[src/rtl/load_store_unit.sv]
// load_store_unit: MEM-stage initiator for the byte-addressed Data_mem; splits misaligned accesses.
// Build option MISALIGN_TRAP_EN: misaligned requests answer with misalign_err instead of being split.
module load_store_unit #(
  parameter int XLEN      = 32,
  parameter int WORD_STEP = 4
) (
  input  logic            clk,
  input  logic            rst,
  input  logic            req_valid,
  output logic            req_ready,
  input  logic            req_we,
  input  logic [1:0]      req_size,
  input  logic            req_unsigned,
  input  logic [XLEN-1:0] req_addr,
  input  logic [XLEN-1:0] req_wdata,
  output logic            resp_done,
  output logic [XLEN-1:0] resp_rdata,
  output logic [XLEN-1:0] mem_addr,
  output logic            MemWrite,
  output logic            MemRead,
  output logic            HalfOperation,
  output logic            ByteOperation,
  output logic [XLEN-1:0] data_write,
  input  logic [XLEN-1:0] data_read
`ifdef MISALIGN_TRAP_EN
  ,
  output logic            misalign_err
`endif
);

`ifdef MISALIGN_TRAP_EN
  typedef enum logic [1:0] {IDLE} state_e;
`else
  typedef enum logic [1:0] {IDLE, LD_HI, ST_BYTES} state_e;
`endif

  state_e          state_q, state_d;
  logic            resp_done_q, resp_done_d;
  logic [XLEN-1:0] resp_rdata_q, resp_rdata_d;
  logic            isByte, isHalf, misaligned;
  logic [XLEN-1:0] alignedShifted;

`ifdef MISALIGN_TRAP_EN
  logic            misalign_err_q, misalign_err_d;
`else
  // addr_q holds word address A for a split load, the start byte address for a split store
  logic [XLEN-1:0] addr_q, addr_d;
  logic [XLEN-1:0] loWord_q, loWord_d;
  logic [XLEN-1:0] wdata_q, wdata_d;
  logic [1:0]      offset_q, offset_d;
  logic [1:0]      size_q, size_d;
  logic            isUnsigned_q, isUnsigned_d;
  logic [1:0]      cnt_q, cnt_d;
  logic [1:0]      last_q, last_d;
  logic [XLEN-1:0] splitShifted;
`endif

  function automatic logic [XLEN-1:0] extendLoad(input logic [XLEN-1:0] raw,
                                                 input logic [1:0] size,
                                                 input logic uns);
    logic [XLEN-1:0] res;
    case (size)
      2'b00:   res = {{(XLEN-8){raw[7] & ~uns}}, raw[7:0]};
      2'b01:   res = {{(XLEN-16){raw[15] & ~uns}}, raw[15:0]};
      default: res = raw;
    endcase
    return res;
  endfunction

  assign isByte         = (req_size == 2'b00);
  assign isHalf         = (req_size == 2'b01);
  assign misaligned     = (isHalf & req_addr[0]) | (req_size[1] & (req_addr[1:0] != 2'b00));
  assign alignedShifted = data_read >> {req_addr[1:0], 3'b000};
`ifndef MISALIGN_TRAP_EN
  assign splitShifted   = XLEN'({data_read, loWord_q} >> {offset_q, 3'b000});
`endif

  assign req_ready  = (state_q == IDLE);
  assign resp_done  = resp_done_q;
  assign resp_rdata = resp_rdata_q;
`ifdef MISALIGN_TRAP_EN
  assign misalign_err = misalign_err_q;
`endif

  always_comb begin
    state_d       = state_q;
    resp_done_d   = 1'b0;
    resp_rdata_d  = resp_rdata_q;
    mem_addr      = '0;
    MemWrite      = 1'b0;
    MemRead       = 1'b0;
    HalfOperation = 1'b0;
    ByteOperation = 1'b0;
    data_write    = '0;
`ifdef MISALIGN_TRAP_EN
    misalign_err_d = 1'b0;
`else
    addr_d        = addr_q;
    loWord_d      = loWord_q;
    wdata_d       = wdata_q;
    offset_d      = offset_q;
    size_d        = size_q;
    isUnsigned_d  = isUnsigned_q;
    cnt_d         = cnt_q;
    last_d        = last_q;
`endif
    case (state_q)
      IDLE: begin
        if (req_valid) begin
          if (misaligned) begin
`ifdef MISALIGN_TRAP_EN
            resp_done_d    = 1'b1;
            misalign_err_d = 1'b1;
`else
            if (!req_we) begin
              MemRead      = 1'b1;
              mem_addr     = {req_addr[XLEN-1:2], 2'b00};
              addr_d       = {req_addr[XLEN-1:2], 2'b00};
              loWord_d     = data_read;
              offset_d     = req_addr[1:0];
              size_d       = req_size;
              isUnsigned_d = req_unsigned;
              state_d      = LD_HI;
            end else begin
              // The split store writes nothing in the accept cycle; bytes follow one per cycle
              addr_d  = req_addr;
              wdata_d = req_wdata;
              cnt_d   = 2'd0;
              last_d  = isHalf ? 2'd1 : 2'd3;
              state_d = ST_BYTES;
            end
`endif
          end else if (req_we) begin
            MemWrite      = 1'b1;
            HalfOperation = isHalf;
            ByteOperation = isByte;
            mem_addr      = req_addr;
            data_write    = req_wdata;
            resp_done_d   = 1'b1;
          end else begin
            MemRead      = 1'b1;
            mem_addr     = {req_addr[XLEN-1:2], 2'b00};
            resp_rdata_d = extendLoad(alignedShifted, req_size, req_unsigned);
            resp_done_d  = 1'b1;
          end
        end
      end
`ifndef MISALIGN_TRAP_EN
      LD_HI: begin
        MemRead      = 1'b1;
        mem_addr     = addr_q + XLEN'(WORD_STEP);
        resp_rdata_d = extendLoad(splitShifted, size_q, isUnsigned_q);
        resp_done_d  = 1'b1;
        state_d      = IDLE;
      end
      ST_BYTES: begin
        MemWrite      = 1'b1;
        ByteOperation = 1'b1;
        mem_addr      = addr_q + {{(XLEN-2){1'b0}}, cnt_q};
        data_write    = {{(XLEN-8){1'b0}}, wdata_q[{cnt_q, 3'b000} +: 8]};
        if (cnt_q == last_q) begin
          resp_done_d = 1'b1;
          state_d     = IDLE;
        end else begin
          cnt_d = cnt_q + 2'd1;
        end
      end
`endif
      default: state_d = IDLE;
    endcase
    // Reset must stop an in-progress split store before the next edge commits another byte
    if (rst) begin
      mem_addr      = '0;
      MemWrite      = 1'b0;
      MemRead       = 1'b0;
      HalfOperation = 1'b0;
      ByteOperation = 1'b0;
      data_write    = '0;
    end
  end

  always_ff @(posedge clk) begin
    if (rst) begin
      state_q      <= IDLE;
      resp_done_q  <= 1'b0;
      resp_rdata_q <= '0;
`ifdef MISALIGN_TRAP_EN
      misalign_err_q <= 1'b0;
`else
      addr_q       <= '0;
      loWord_q     <= '0;
      wdata_q      <= '0;
      offset_q     <= 2'd0;
      size_q       <= 2'd0;
      isUnsigned_q <= 1'b0;
      cnt_q        <= 2'd0;
      last_q       <= 2'd0;
`endif
    end else begin
      state_q      <= state_d;
      resp_done_q  <= resp_done_d;
      resp_rdata_q <= resp_rdata_d;
`ifdef MISALIGN_TRAP_EN
      misalign_err_q <= misalign_err_d;
`else
      addr_q       <= addr_d;
      loWord_q     <= loWord_d;
      wdata_q      <= wdata_d;
      offset_q     <= offset_d;
      size_q       <= size_d;
      isUnsigned_q <= isUnsigned_d;
      cnt_q        <= cnt_d;
      last_q       <= last_d;
`endif
    end
  end

endmodule
[config.mk]
export PLATFORM = sky130hd
export DESIGN_NAME = load_store_unit
export DESIGN_NICKNAME = d
export VERILOG_FILES = /design/src/rtl/load_store_unit.sv
export SDC_FILE = /design/constraint.sdc
export NUM_CORES = 1
export LEC_CHECK = 0
export CAP_MARGIN = 40
export CORE_ASPECT_RATIO = 1.25
export CORE_UTILIZATION = 51
export DETAILED_ROUTE_END_ITERATION = 12
export PLACE_DENSITY_LB_ADDON = 0.12
export SLEW_MARGIN = 25
export SYNTH_ARGS = -nofsm -noshare
export SYNTH_HDL_FRONTEND = slang
export SYNTH_SLANG_ARGS = --single-unit
[constraint.sdc]
create_clock -name clk -period 3.06 [get_ports clk]
set_clock_uncertainty 0.15 [all_clocks]
set_input_delay 0.306 -clock clk [delete_from_list [all_inputs] [get_ports clk]]
set_output_delay 0.306 -clock clk [all_outputs]
set_load 0.01 [all_outputs]
==> flow_summary.html, run 1 <==
<table>
<tr><th>Metric</th><th>Value</th></tr>
<tr><th colspan="2">Status</th></tr>
<tr><td>Outcome</td><td>finished clean</td></tr>
<tr><th colspan="2">Final layout</th></tr>
<tr><td>Cell Count, Final, Fillers Out</td><td>1566</td></tr>
<tr><td>Antenna fix cells</td><td>0</td></tr>
<tr><td>Post-layout nets</td><td>1442</td></tr>
<tr><td>Most frequent cells in the layout</td><td>sky130_fd_sc_hd__nand2_1 (225), sky130_fd_sc_hd__clkdlybuf4s50_1 (177), sky130_fd_sc_hd__dfxtp_1 (126), sky130_fd_sc_hd__nor2_1 (99), sky130_fd_sc_hd__a21oi_1 (96)</td></tr>
<tr><td>Layout cells sized above 1</td><td>0.197</td></tr>
<tr><td>Non-Filler Cell Area, Final</td><td>12500 um2</td></tr>
<tr><td>Layout-stage area growth over the synthesis result</td><td>41.1%</td></tr>
<tr><td>Commonest non-fill, non-tap cell in the layout</td><td>sky130_fd_sc_hd__nand2_1</td></tr>
<tr><td>Final Core Density</td><td>0.742</td></tr>
<tr><th colspan="2">Setup path</th></tr>
<tr><td>Type of destination of the critical path</td><td>output pin</td></tr>
<tr><td>Max FO, Critical Path</td><td>4</td></tr>
<tr><td>Worst path arrival time</td><td>2.60 ns</td></tr>
<tr><td>Critical path's top delay family</td><td>buffers and inverters</td></tr>
<tr><td>Endpoint required time on the critical path</td><td>2.60 ns</td></tr>
<tr><td>Startpoint-to-endpoint class of the critical path</td><td>reg2out</td></tr>
<tr><td>Largest stage delay, worst path</td><td>0.48 ns</td></tr>
<tr><td>WP buf/inv</td><td>2</td></tr>
<tr><td>Kind of launch point of the worst setup path</td><td>flip-flop</td></tr>
<tr><td>Worst-path cell chain</td><td>ha_2 -&gt; fa_2 -&gt; inv_2 -&gt; nor4_4 -&gt; xor2_1 -&gt; a222oi_1 -&gt; nor2_1 -&gt; clkdlybuf4s50_1</td></tr>
<tr><td>Slowest cell on crit path</td><td>sky130_fd_sc_hd__clkdlybuf4s50_1</td></tr>
<tr><th colspan="2">STA</th></tr>
<tr><td>Fin. Hold Viols</td><td>0</td></tr>
<tr><td>Achievable Freq</td><td>327 MHz</td></tr>
<tr><td>Final min period</td><td>3.06 ns</td></tr>
<tr><td>Setup total negative slack</td><td>0 ns</td></tr>
<tr><td>Final worst-path cycle share</td><td>0.999</td></tr>
<tr><td>Final setup violating endpoints</td><td>0</td></tr>
<tr><td>Setup repair after global routing missed its margin</td><td>yes</td></tr>
<tr><td>Setup slack of the critical path after layout</td><td>0.00393 ns</td></tr>
<tr><td>Max-slew violations</td><td>0</td></tr>
<tr><td>Relative max-transition margin</td><td>0.439</td></tr>
<tr><td>Slew at the pin closest to its max-slew limit</td><td>0.839 ns</td></tr>
<tr><td>Post-route worst hold slack</td><td>0.299 ns</td></tr>
<tr><th colspan="2">Pwr</th></tr>
<tr><td>IR drop worst, VDD</td><td>0.000368 V</td></tr>
<tr><td>P_leak</td><td>4.76 nW</td></tr>
<tr><td>Overall Power</td><td>5.25 mW</td></tr>
<tr><td>Power per cell area</td><td>418 nW/um2</td></tr>
<tr><th colspan="2">GRT</th></tr>
<tr><td>Highest-utilization routing layer at the global route stage</td><td>met2</td></tr>
<tr><td>Met3 usage in global routing</td><td>0.0663</td></tr>
<tr><td>Met1 track demand over resource</td><td>0.382</td></tr>
<tr><td>First-pass GRT wire length</td><td>47800 um</td></tr>
<tr><td>Met2 Usage GRT</td><td>0.593</td></tr>
<tr><td>Gr usage total</td><td>0.341</td></tr>
<tr><td>Pin count of the biggest net entering global routing</td><td>49</td></tr>
<tr><td>Total gr overflow</td><td>0</td></tr>
<tr><td>Initial antenna violation count</td><td>0</td></tr>
<tr><td>Via count of the first global-routing pass</td><td>9426</td></tr>
<tr><th colspan="2">Routing</th></tr>
<tr><td>Total Wirelength</td><td>31100 um</td></tr>
<tr><td>1st-iter DRT viols</td><td>834</td></tr>
<tr><td>Vias per std cell</td><td>6.25</td></tr>
<tr><td>Total number of vias</td><td>9784</td></tr>
<tr><td>DRC</td><td>0</td></tr>
<tr><td>Detail Route Antenna Nets</td><td>0</td></tr>
<tr><td>Routed wire length per instance</td><td>19.9 um</td></tr>
<tr><td>Number of detailed-route iterations in the first pass</td><td>5</td></tr>
<tr><th colspan="2">CTS</th></tr>
<tr><td>CTS tree</td><td>done</td></tr>
<tr><td>Clock root cell</td><td>sky130_fd_sc_hd__clkbuf_16</td></tr>
<tr><td>Number of clock buffers inserted by TritonCTS</td><td>17</td></tr>
<tr><td>Clock transition at path regs</td><td>0.07 ns</td></tr>
<tr><td>Depth of the CTS H-tree</td><td>4</td></tr>
<tr><td>Number of buffers on the longest clock path</td><td>2</td></tr>
<tr><td>Sink count of the clock tree</td><td>140</td></tr>
<tr><td>Clk_lat worst skew</td><td>0.43 ns</td></tr>
<tr><th colspan="2">Die</th></tr>
<tr><td>Area enclosed by the die boundary</td><td>18000 um2</td></tr>
<tr><td>Starting density of the core</td><td>0.526</td></tr>
<tr><td>Die width</td><td>120 um</td></tr>
<tr><td>Count of standard-cell rows</td><td>53</td></tr>
<tr><td># IOs</td><td>205</td></tr>
<tr><td>Core Area</td><td>16900 um2</td></tr>
<tr><td>DIE HEIGHT</td><td>150 um</td></tr>
<tr><th colspan="2">Synthesis</th></tr>
<tr><td>Mapped Area</td><td>8890 um2</td></tr>
<tr><td>FFs w/ async S/R, synth</td><td>0</td></tr>
<tr><td>Fraction of post-synthesis cell area in the top cell type by area</td><td>0.315</td></tr>
<tr><td>Count of different cell masters after synthesis</td><td>64</td></tr>
<tr><td>Number of nets produced by synthesis</td><td>1213</td></tr>
<tr><td>Area contributors post-synth</td><td>sky130_fd_sc_hd__dfxtp_1 (32%), sky130_fd_sc_hd__mux4_2 (11%), sky130_fd_sc_hd__nand2_1 (9.5%), sky130_fd_sc_hd__a21oi_1 (5.5%), sky130_fd_sc_hd__mux2i_1 (5.1%)</td></tr>
<tr><td>Most area-hungry cell type in the Yosys netlist</td><td>sky130_fd_sc_hd__dfxtp_1</td></tr>
<tr><td>Average instance area after synthesis</td><td>8.04 um2</td></tr>
<tr><td>Primary flip-flop cell chosen by synthesis mapping</td><td>sky130_fd_sc_hd__dfxtp_1</td></tr>
<tr><td>Total of flip-flops plus latches after synthesis</td><td>140</td></tr>
<tr><td>Total number of yosys warnings</td><td>0</td></tr>
<tr><td>Number of enable flip-flop cells after synthesis</td><td>0</td></tr>
<tr><td>Proportion of synthesized chip area in sequential cells</td><td>0.315</td></tr>
<tr><td>Gate count after technology mapping</td><td>1106</td></tr>
<tr><th colspan="2">Placed design</th></tr>
<tr><td>DP Wirelength</td><td>21400 um</td></tr>
<tr><td>Count of buffers from port buffering</td><td>204</td></tr>
<tr><td>Total instance count after detailed placement</td><td>1520</td></tr>
<tr><td>Global placement routability congestion</td><td>0.920</td></tr>
<tr><td>Setup Slack @ Placement</td><td>0.0647 ns</td></tr>
<tr><td>Area after detailed placement</td><td>11500 um2</td></tr>
<tr><th colspan="2">Run</th></tr>
<tr><td>Max cap viols</td><td>0</td></tr>
<tr><th colspan="2">Worst hold path</th></tr>
<tr><td>Min-Delay Path Class</td><td>in2reg</td></tr>
</table>
[synth_stat cells, types with 3 or more instances]
| library cell | count |
|---|---|
| sky130_fd_sc_hd__a211oi_1 | 4 |
| sky130_fd_sc_hd__a21o_1 | 4 |
| sky130_fd_sc_hd__a21oi_1 | 98 |
| sky130_fd_sc_hd__a221oi_1 | 3 |
| sky130_fd_sc_hd__a221oi_2 | 8 |
| sky130_fd_sc_hd__a222oi_1 | 7 |
| sky130_fd_sc_hd__a22oi_1 | 20 |
| sky130_fd_sc_hd__a2bb2oi_1 | 3 |
| sky130_fd_sc_hd__a311oi_1 | 10 |
| sky130_fd_sc_hd__a31oi_1 | 16 |
| sky130_fd_sc_hd__and2_1 | 33 |
| sky130_fd_sc_hd__and3_1 | 17 |
| sky130_fd_sc_hd__buf_1 | 8 |
| sky130_fd_sc_hd__buf_2 | 16 |
| sky130_fd_sc_hd__buf_6 | 3 |
| sky130_fd_sc_hd__clkbuf_1 | 68 |
| sky130_fd_sc_hd__dfxtp_1 | 140 |
| sky130_fd_sc_hd__ha_1 | 3 |
| sky130_fd_sc_hd__inv_1 | 7 |
| sky130_fd_sc_hd__mux2_2 | 15 |
| sky130_fd_sc_hd__mux2i_1 | 45 |
| sky130_fd_sc_hd__mux4_2 | 42 |
| sky130_fd_sc_hd__nand2_1 | 226 |
| sky130_fd_sc_hd__nand2b_1 | 3 |
| sky130_fd_sc_hd__nand3_1 | 19 |
| sky130_fd_sc_hd__nand3b_1 | 4 |
| sky130_fd_sc_hd__nand4_1 | 15 |
| sky130_fd_sc_hd__nor2_1 | 105 |
| sky130_fd_sc_hd__nor2b_1 | 6 |
| sky130_fd_sc_hd__nor3_1 | 18 |
| sky130_fd_sc_hd__nor3b_1 | 3 |
| sky130_fd_sc_hd__nor4_1 | 11 |
| sky130_fd_sc_hd__o211ai_1 | 10 |
| sky130_fd_sc_hd__o21ai_0 | 42 |
| sky130_fd_sc_hd__o21bai_1 | 8 |
| sky130_fd_sc_hd__o22ai_1 | 5 |
| sky130_fd_sc_hd__o2bb2ai_1 | 8 |
| sky130_fd_sc_hd__or2_2 | 3 |
| sky130_fd_sc_hd__or3_1 | 6 |
| sky130_fd_sc_hd__or4_1 | 5 |
| sky130_fd_sc_hd__xnor2_1 | 3 |
| sky130_fd_sc_hd__xor2_1 | 11 |
[registers in the layout, indices dropped and copies added (netlist names)]
register,count
addr_q,32
loWord_q,32
resp_rdata,32
wdata_q,32
cnt_q,2
last_q,2
offset_q,2
size_q,2
state_q,2
isUnsigned_q,1
resp_done,1
[logic make-up (layout without fill, tap and decap cells)]
logic type	Yosys count	in the layout	share of synthesized area
adders and majority gates	4	4	0.00647
muxes	102	102	0.176
buffers and inverters	105	344	0.0501
xor gates and xnor gates	14	14	0.0138
DFF	140	140	0.315
and+or+nand+nor	482	483	0.248
AOI/OAI and AO/OA	259	259	0.191
[report_power, final]
part | total, mW | switching, mW | leakage [nW] | internal (mW)
Clock | 2.29 | 0.846 | 0.306 | 1.44
Combinational | 0.977 | 0.498 | 3.31 | 0.480
Sequential | 1.98 | 0.0742 | 1.15 | 1.91
Total | 5.25 | 1.42 | 4.76 | 3.83
[tightest hold or removal path: stages]
cell and delay (ns):
sky130_fd_sc_hd__clkdlybuf4s50_1 0.42, sky130_fd_sc_hd__nand2_1 0.06, sky130_fd_sc_hd__a21oi_1 0.05
[per-layer routing]
layer / up-vias / wire length (um)
met5: - / 0
met4: 0 / 1730
met3: 133 / 2380
met2: 537 / 15500
met1: 4669 / 11500
li1: 4445 / -
[what timing repair did]
action	in CTS	in global routing
endpoints found under the hold margin	5	0
buffers inserted	7	7
gates resized for setup	56	46
endpoints found under the setup margin	49	54
gates cloned	1	0
hold buffers	1	0
pin swaps	6	9
[cell type report]
cell class	instances	area, um2
sequential	140	2830
multi-input combinational	862	5890
inverter	7	26.3
fill	1305	4360
clock inverter	13	214
timing repair buffer	307	2880
clock buffer	17	425
tap	220	275
[final timing paths]
kind | start | endpoint | slack (ns) | depth (start not counted)
max | addr_q[0]$_SDFFE_PP0P_ | mem_addr[12] | 0.004 | 8
min reg2reg | wdata_q[21]$_SDFFE_PP0P_ | wdata_q[21]$_SDFFE_PP0P_ | 0.30 | 2
min | req_addr[16] | addr_q[16]$_SDFFE_PP0P_ | 0.30 | 3
max reg2reg | state_q[0]$_SDFFE_PP0P_ | loWord_q[7]$_SDFFE_PP0P_ | 0.60 | 8
(Power assumes the default switching activity.)
==> run 2, diff against run 1 <==
--- a/config.mk
+++ b/config.mk
@@ -7,7 +7,7 @@
 export LEC_CHECK = 0
 export CAP_MARGIN = 40
 export CORE_ASPECT_RATIO = 1.25
-export CORE_UTILIZATION = 51
+export CORE_UTILIZATION = 49
 export DETAILED_ROUTE_END_ITERATION = 12
 export PLACE_DENSITY_LB_ADDON = 0.12
 export SLEW_MARGIN = 25
==> flow_summary.html, run 2 (synthesized netlist as in run 1, its figures left out) <==
<table>
<tr><th>Metric</th><th>Value</th></tr>
<tr><th colspan="2">STA</th></tr>
<tr><td>Setup repair after global routing missed its margin</td><td>yes</td></tr>
<tr><td>Final min period</td><td>3.02 ns (-0.0383 ns)</td></tr>
<tr><td>Slew at the pin closest to its max-slew limit</td><td>0.835 ns (-0.00343 ns)</td></tr>
<tr><td>Post-route worst hold slack</td><td>0.0303 ns (-0.269 ns)</td></tr>
<tr><td>Final worst-path cycle share</td><td>0.986 (-0.0125)</td></tr>
<tr><td>Fin. Hold Viols</td><td>0 (unchanged)</td></tr>
<tr><td>Relative max-transition margin</td><td>0.443 (+0.00435)</td></tr>
<tr><td>Achievable Freq</td><td>331 MHz (+1.3%)</td></tr>
<tr><td>Max-slew violations</td><td>0 (unchanged)</td></tr>
<tr><td>Final setup violating endpoints</td><td>0 (unchanged)</td></tr>
<tr><th colspan="2">Setup path</th></tr>
<tr><td>Startpoint-to-endpoint class of the critical path</td><td>reg2out</td></tr>
<tr><td>Cell depth of the worst flop-to-flop path</td><td>8 (unchanged)</td></tr>
<tr><td>Slowest cell on crit path</td><td>sky130_fd_sc_hd__clkdlybuf4s50_1</td></tr>
<tr><td>Register-to-register setup slack</td><td>0.64 ns (+0.04 ns)</td></tr>
<tr><td>Worst-path cell chain</td><td>ha_1 -&gt; a21o_1 -&gt; a21oi_4 -&gt; nor2_1 -&gt; o21ba_2 -&gt; a32o_1 -&gt; clkdlybuf4s50_1</td></tr>
<tr><td>Kind of launch point of the worst setup path</td><td>flip-flop</td></tr>
<tr><td>Critical register-to-register path endpoint</td><td>loWord_q[17]$_SDFFE_PP0P_</td></tr>
<tr><td>Type of destination of the critical path</td><td>output pin</td></tr>
<tr><td>Endpoint required time on the critical path</td><td>2.60 ns (about the same)</td></tr>
<tr><td>Worst path arrival time</td><td>2.56 ns (-0.04 ns)</td></tr>
<tr><td>Reg2Reg Launch Point</td><td>state_q[0]$_SDFFE_PP0P_</td></tr>
<tr><td>Largest stage delay, worst path</td><td>0.47 ns (about the same)</td></tr>
<tr><td>Max FO, Critical Path</td><td>6 (+2)</td></tr>
<tr><th colspan="2">Die</th></tr>
<tr><td>Core Area</td><td>17600 um2 (+4.3%)</td></tr>
<tr><td>Count of standard-cell rows</td><td>54 (+1.9%)</td></tr>
<tr><td>Area enclosed by the die boundary</td><td>18700 um2 (+4.0%)</td></tr>
<tr><td>Starting density of the core</td><td>0.504 (-0.0216)</td></tr>
<tr><td>Die width</td><td>123 um (+2.0%)</td></tr>
<tr><td>DIE HEIGHT</td><td>153 um (+2.0%)</td></tr>
<tr><td># IOs</td><td>205 (unchanged)</td></tr>
<tr><th colspan="2">Routing</th></tr>
<tr><td>Number of detailed-route iterations in the first pass</td><td>7 (+2)</td></tr>
<tr><td>Total Wirelength</td><td>30700 um (-1.4%)</td></tr>
<tr><td>Routed wire length per instance</td><td>19.6 um (-1.3%)</td></tr>
<tr><td>DRC</td><td>0 (unchanged)</td></tr>
<tr><td>Detail Route Antenna Nets</td><td>0 (unchanged)</td></tr>
<tr><td>1st-iter DRT viols</td><td>752 (-9.8%)</td></tr>
<tr><td>Vias per std cell</td><td>6.10 (-2.3%)</td></tr>
<tr><td>Total number of vias</td><td>9543 (-2.5%)</td></tr>
<tr><th colspan="2">GRT</th></tr>
<tr><td>Total gr overflow</td><td>0 (unchanged)</td></tr>
<tr><td>Via count of the first global-routing pass</td><td>9237 (-2.0%)</td></tr>
<tr><td>First-pass GRT wire length</td><td>48100 um (+0.51%)</td></tr>
<tr><td>Initial antenna violation count</td><td>0 (unchanged)</td></tr>
<tr><td>Pin count of the biggest net entering global routing</td><td>59 (+20%)</td></tr>
<tr><td>Gr usage total</td><td>0.330 (-0.0107)</td></tr>
<tr><th colspan="2">Placed design</th></tr>
<tr><td>DP Wirelength</td><td>21200 um (-0.99%)</td></tr>
<tr><td>Total instance count after detailed placement</td><td>1521 (+0.066%)</td></tr>
<tr><td>Area after detailed placement</td><td>11500 um2 (about the same)</td></tr>
<tr><td>Global placement routability congestion</td><td>0.912 (-0.83%)</td></tr>
<tr><td>Count of buffers from port buffering</td><td>204 (unchanged)</td></tr>
<tr><th colspan="2">CTS</th></tr>
<tr><td>Clock root cell</td><td>sky130_fd_sc_hd__clkbuf_16</td></tr>
<tr><td>Clk_lat worst skew</td><td>0.43 ns (about the same)</td></tr>
<tr><td>Number of buffers on the longest clock path</td><td>2 (unchanged)</td></tr>
<tr><td>Depth of the CTS H-tree</td><td>4 (unchanged)</td></tr>
<tr><td>Clock transition at path regs</td><td>0.06 ns (about the same)</td></tr>
<tr><td>Hold_buf cts</td><td>0 (-1)</td></tr>
<tr><td>Sink count of the clock tree</td><td>140 (unchanged)</td></tr>
<tr><td>CTS tree</td><td>done</td></tr>
<tr><td>Number of clock buffers inserted by TritonCTS</td><td>17 (unchanged)</td></tr>
<tr><th colspan="2">Run</th></tr>
<tr><td>Max cap viols</td><td>0 (unchanged)</td></tr>
<tr><th colspan="2">Worst hold path</th></tr>
<tr><td>Hold Crit Depth</td><td>2 (-1)</td></tr>
<tr><td>Startpoint of the tightest hold check path</td><td>rst</td></tr>
<tr><td>Hold endpoint</td><td>size_q[1]$_SDFFE_PP0P_</td></tr>
<tr><td>Min-Delay Path Class</td><td>in2reg</td></tr>
<tr><th colspan="2">Pwr</th></tr>
<tr><td>Power per cell area</td><td>419 nW/um2 (about the same)</td></tr>
<tr><td>Overall Power</td><td>5.24 mW (-0.18%)</td></tr>
<tr><td>IR drop worst, VDD</td><td>0.000402 V (+9.0%)</td></tr>
<tr><td>P_leak</td><td>4.70 nW (-1.3%)</td></tr>
<tr><th colspan="2">Final layout</th></tr>
<tr><td>Commonest non-fill, non-tap cell in the layout</td><td>sky130_fd_sc_hd__nand2_1</td></tr>
<tr><td>Layout-stage area growth over the synthesis result</td><td>40.8%</td></tr>
<tr><td>Sequential cell area in the final layout</td><td>2820 um2 (-0.35%)</td></tr>
<tr><td>Multi-input logic area</td><td>5910 um2 (+0.23%)</td></tr>
<tr><td>Cell Count, Final, Fillers Out</td><td>1564 (-0.13%)</td></tr>
<tr><td>Non-Filler Cell Area, Final</td><td>12500 um2 (-0.22%)</td></tr>
<tr><td>Post-layout nets</td><td>1433 (-0.62%)</td></tr>
<tr><td>Filler Cell Count</td><td>1421 (+8.9%)</td></tr>
<tr><td>Most frequent cells in the layout</td><td>sky130_fd_sc_hd__nand2_1 (225), sky130_fd_sc_hd__clkdlybuf4s50_1 (177), sky130_fd_sc_hd__dfxtp_1 (130), sky130_fd_sc_hd__nor2_1 (99), sky130_fd_sc_hd__a21oi_1 (95)</td></tr>
<tr><td>Layout cells sized above 1</td><td>0.193 (-0.00420)</td></tr>
<tr><th colspan="2">Status</th></tr>
<tr><td>Outcome</td><td>finished clean</td></tr>
</table>
[run 2: cell types whose count changed in the layout (fill, tap and decap cells not counted), sizes merged]
cell / before / now
clkinvlp: 2 / 1
clkbuf: 20 / 19
buf: 104 / 97
bufinv: 5 / 4
clkdlybuf4s15: 1 / 3
dlygate4sd3: 1 / 0
diode: 0 / 1
or3: 7 / 6
inv: 10 / 13
[run 2: layout make-up]
type	count	area share
Multi-Input combinational cell	861	0.472
Inverter	7	0.00210
Tap cell	224	0.0224
Clock inverter	14	0.0164
Timing Repair Buffer	299	0.227
Clock buffer	18	0.0343
Sequential cell	140	0.225
Antenna cell	1	0.000200
[run 2: worst max path at each step]
| stage | from | to | slack [ns] | depth (start not counted) |
|---|---|---|---|---|
| floorplan | addr_q[2]$_SDFFE_PP0P_ | mem_addr[16] | 0.58 | 6 |
| global placement | addr_q[13]$_SDFFE_PP0P_ | mem_addr[29] | 0.1 | 6 |
| detailed placement | addr_q[3]$_SDFFE_PP0P_ | mem_addr[29] | 0.04 | 6 |
| CTS | addr_q[1]$_SDFFE_PP0P_ | mem_addr[11] | -0.05 | 7 |
| global route | addr_q[0]$_SDFFE_PP0P_ | mem_addr[28] | -0.04 | 8 |
| finish | addr_q[1]$_SDFFE_PP0P_ | mem_addr[11] | 0.04 | 7 |
[run 2: critical path, delay by kind of cell (launching register included)]
kind / cells / cell delay (ns)
flip-flops: 1 / 0.35
buffers and inverters: 1 / 0.47
adder cells (fa/ha/maj): 1 / 0.31
AO/OA/AOI/OAI: 4 / 0.92
AND/OR/NAND/NOR: 1 / 0.07
[run 2: repair_timing]
item / 4_1_cts / 5_1_grt
buffers inserted: 3 / 6
resized for setup: 54 / 47
pin swaps: 2 / 7
cloned: 0 / 1
endpoints found under the setup margin: 30 / 45
[run 2: through the flow]
| stage | setup WS (ns) | setup TNS [ns] | util |
|---|---|---|---|
| floorplan | 0.580 | 0 | - |
| global placement | 0.0954 | 0 | 0.653 |
| detailed placement | 0.0412 | 0 | 0.654 |
| CTS | -0.0456 | -0.0456 | 0.698 |
| global route | -0.0394 | -0.0965 | 0.710 |
| finish | 0.0422 | 0 | 0.710 |
[run 2: report_power, final]
part | leakage [nW] | total, mW | internal, mW | switching (mW)
clock | 0.308 | 2.27 | 1.38 | 0.888
sequential | 1.14 | 1.98 | 1.91 | 0.0739
combinational | 3.25 | 0.988 | 0.488 | 0.500
[run 2: layer usage]
metal | routed length, um | vias to the layer above | GRT usage
li1 | - | 4447 | -
met3 | 2120 | 106 | 0.0558
met1 | 11800 | 4509 | 0.390
met5 | 0 | - | 0
met4 | 1560 | 0 | 0.195
met2 | 15200 | 481 | 0.554
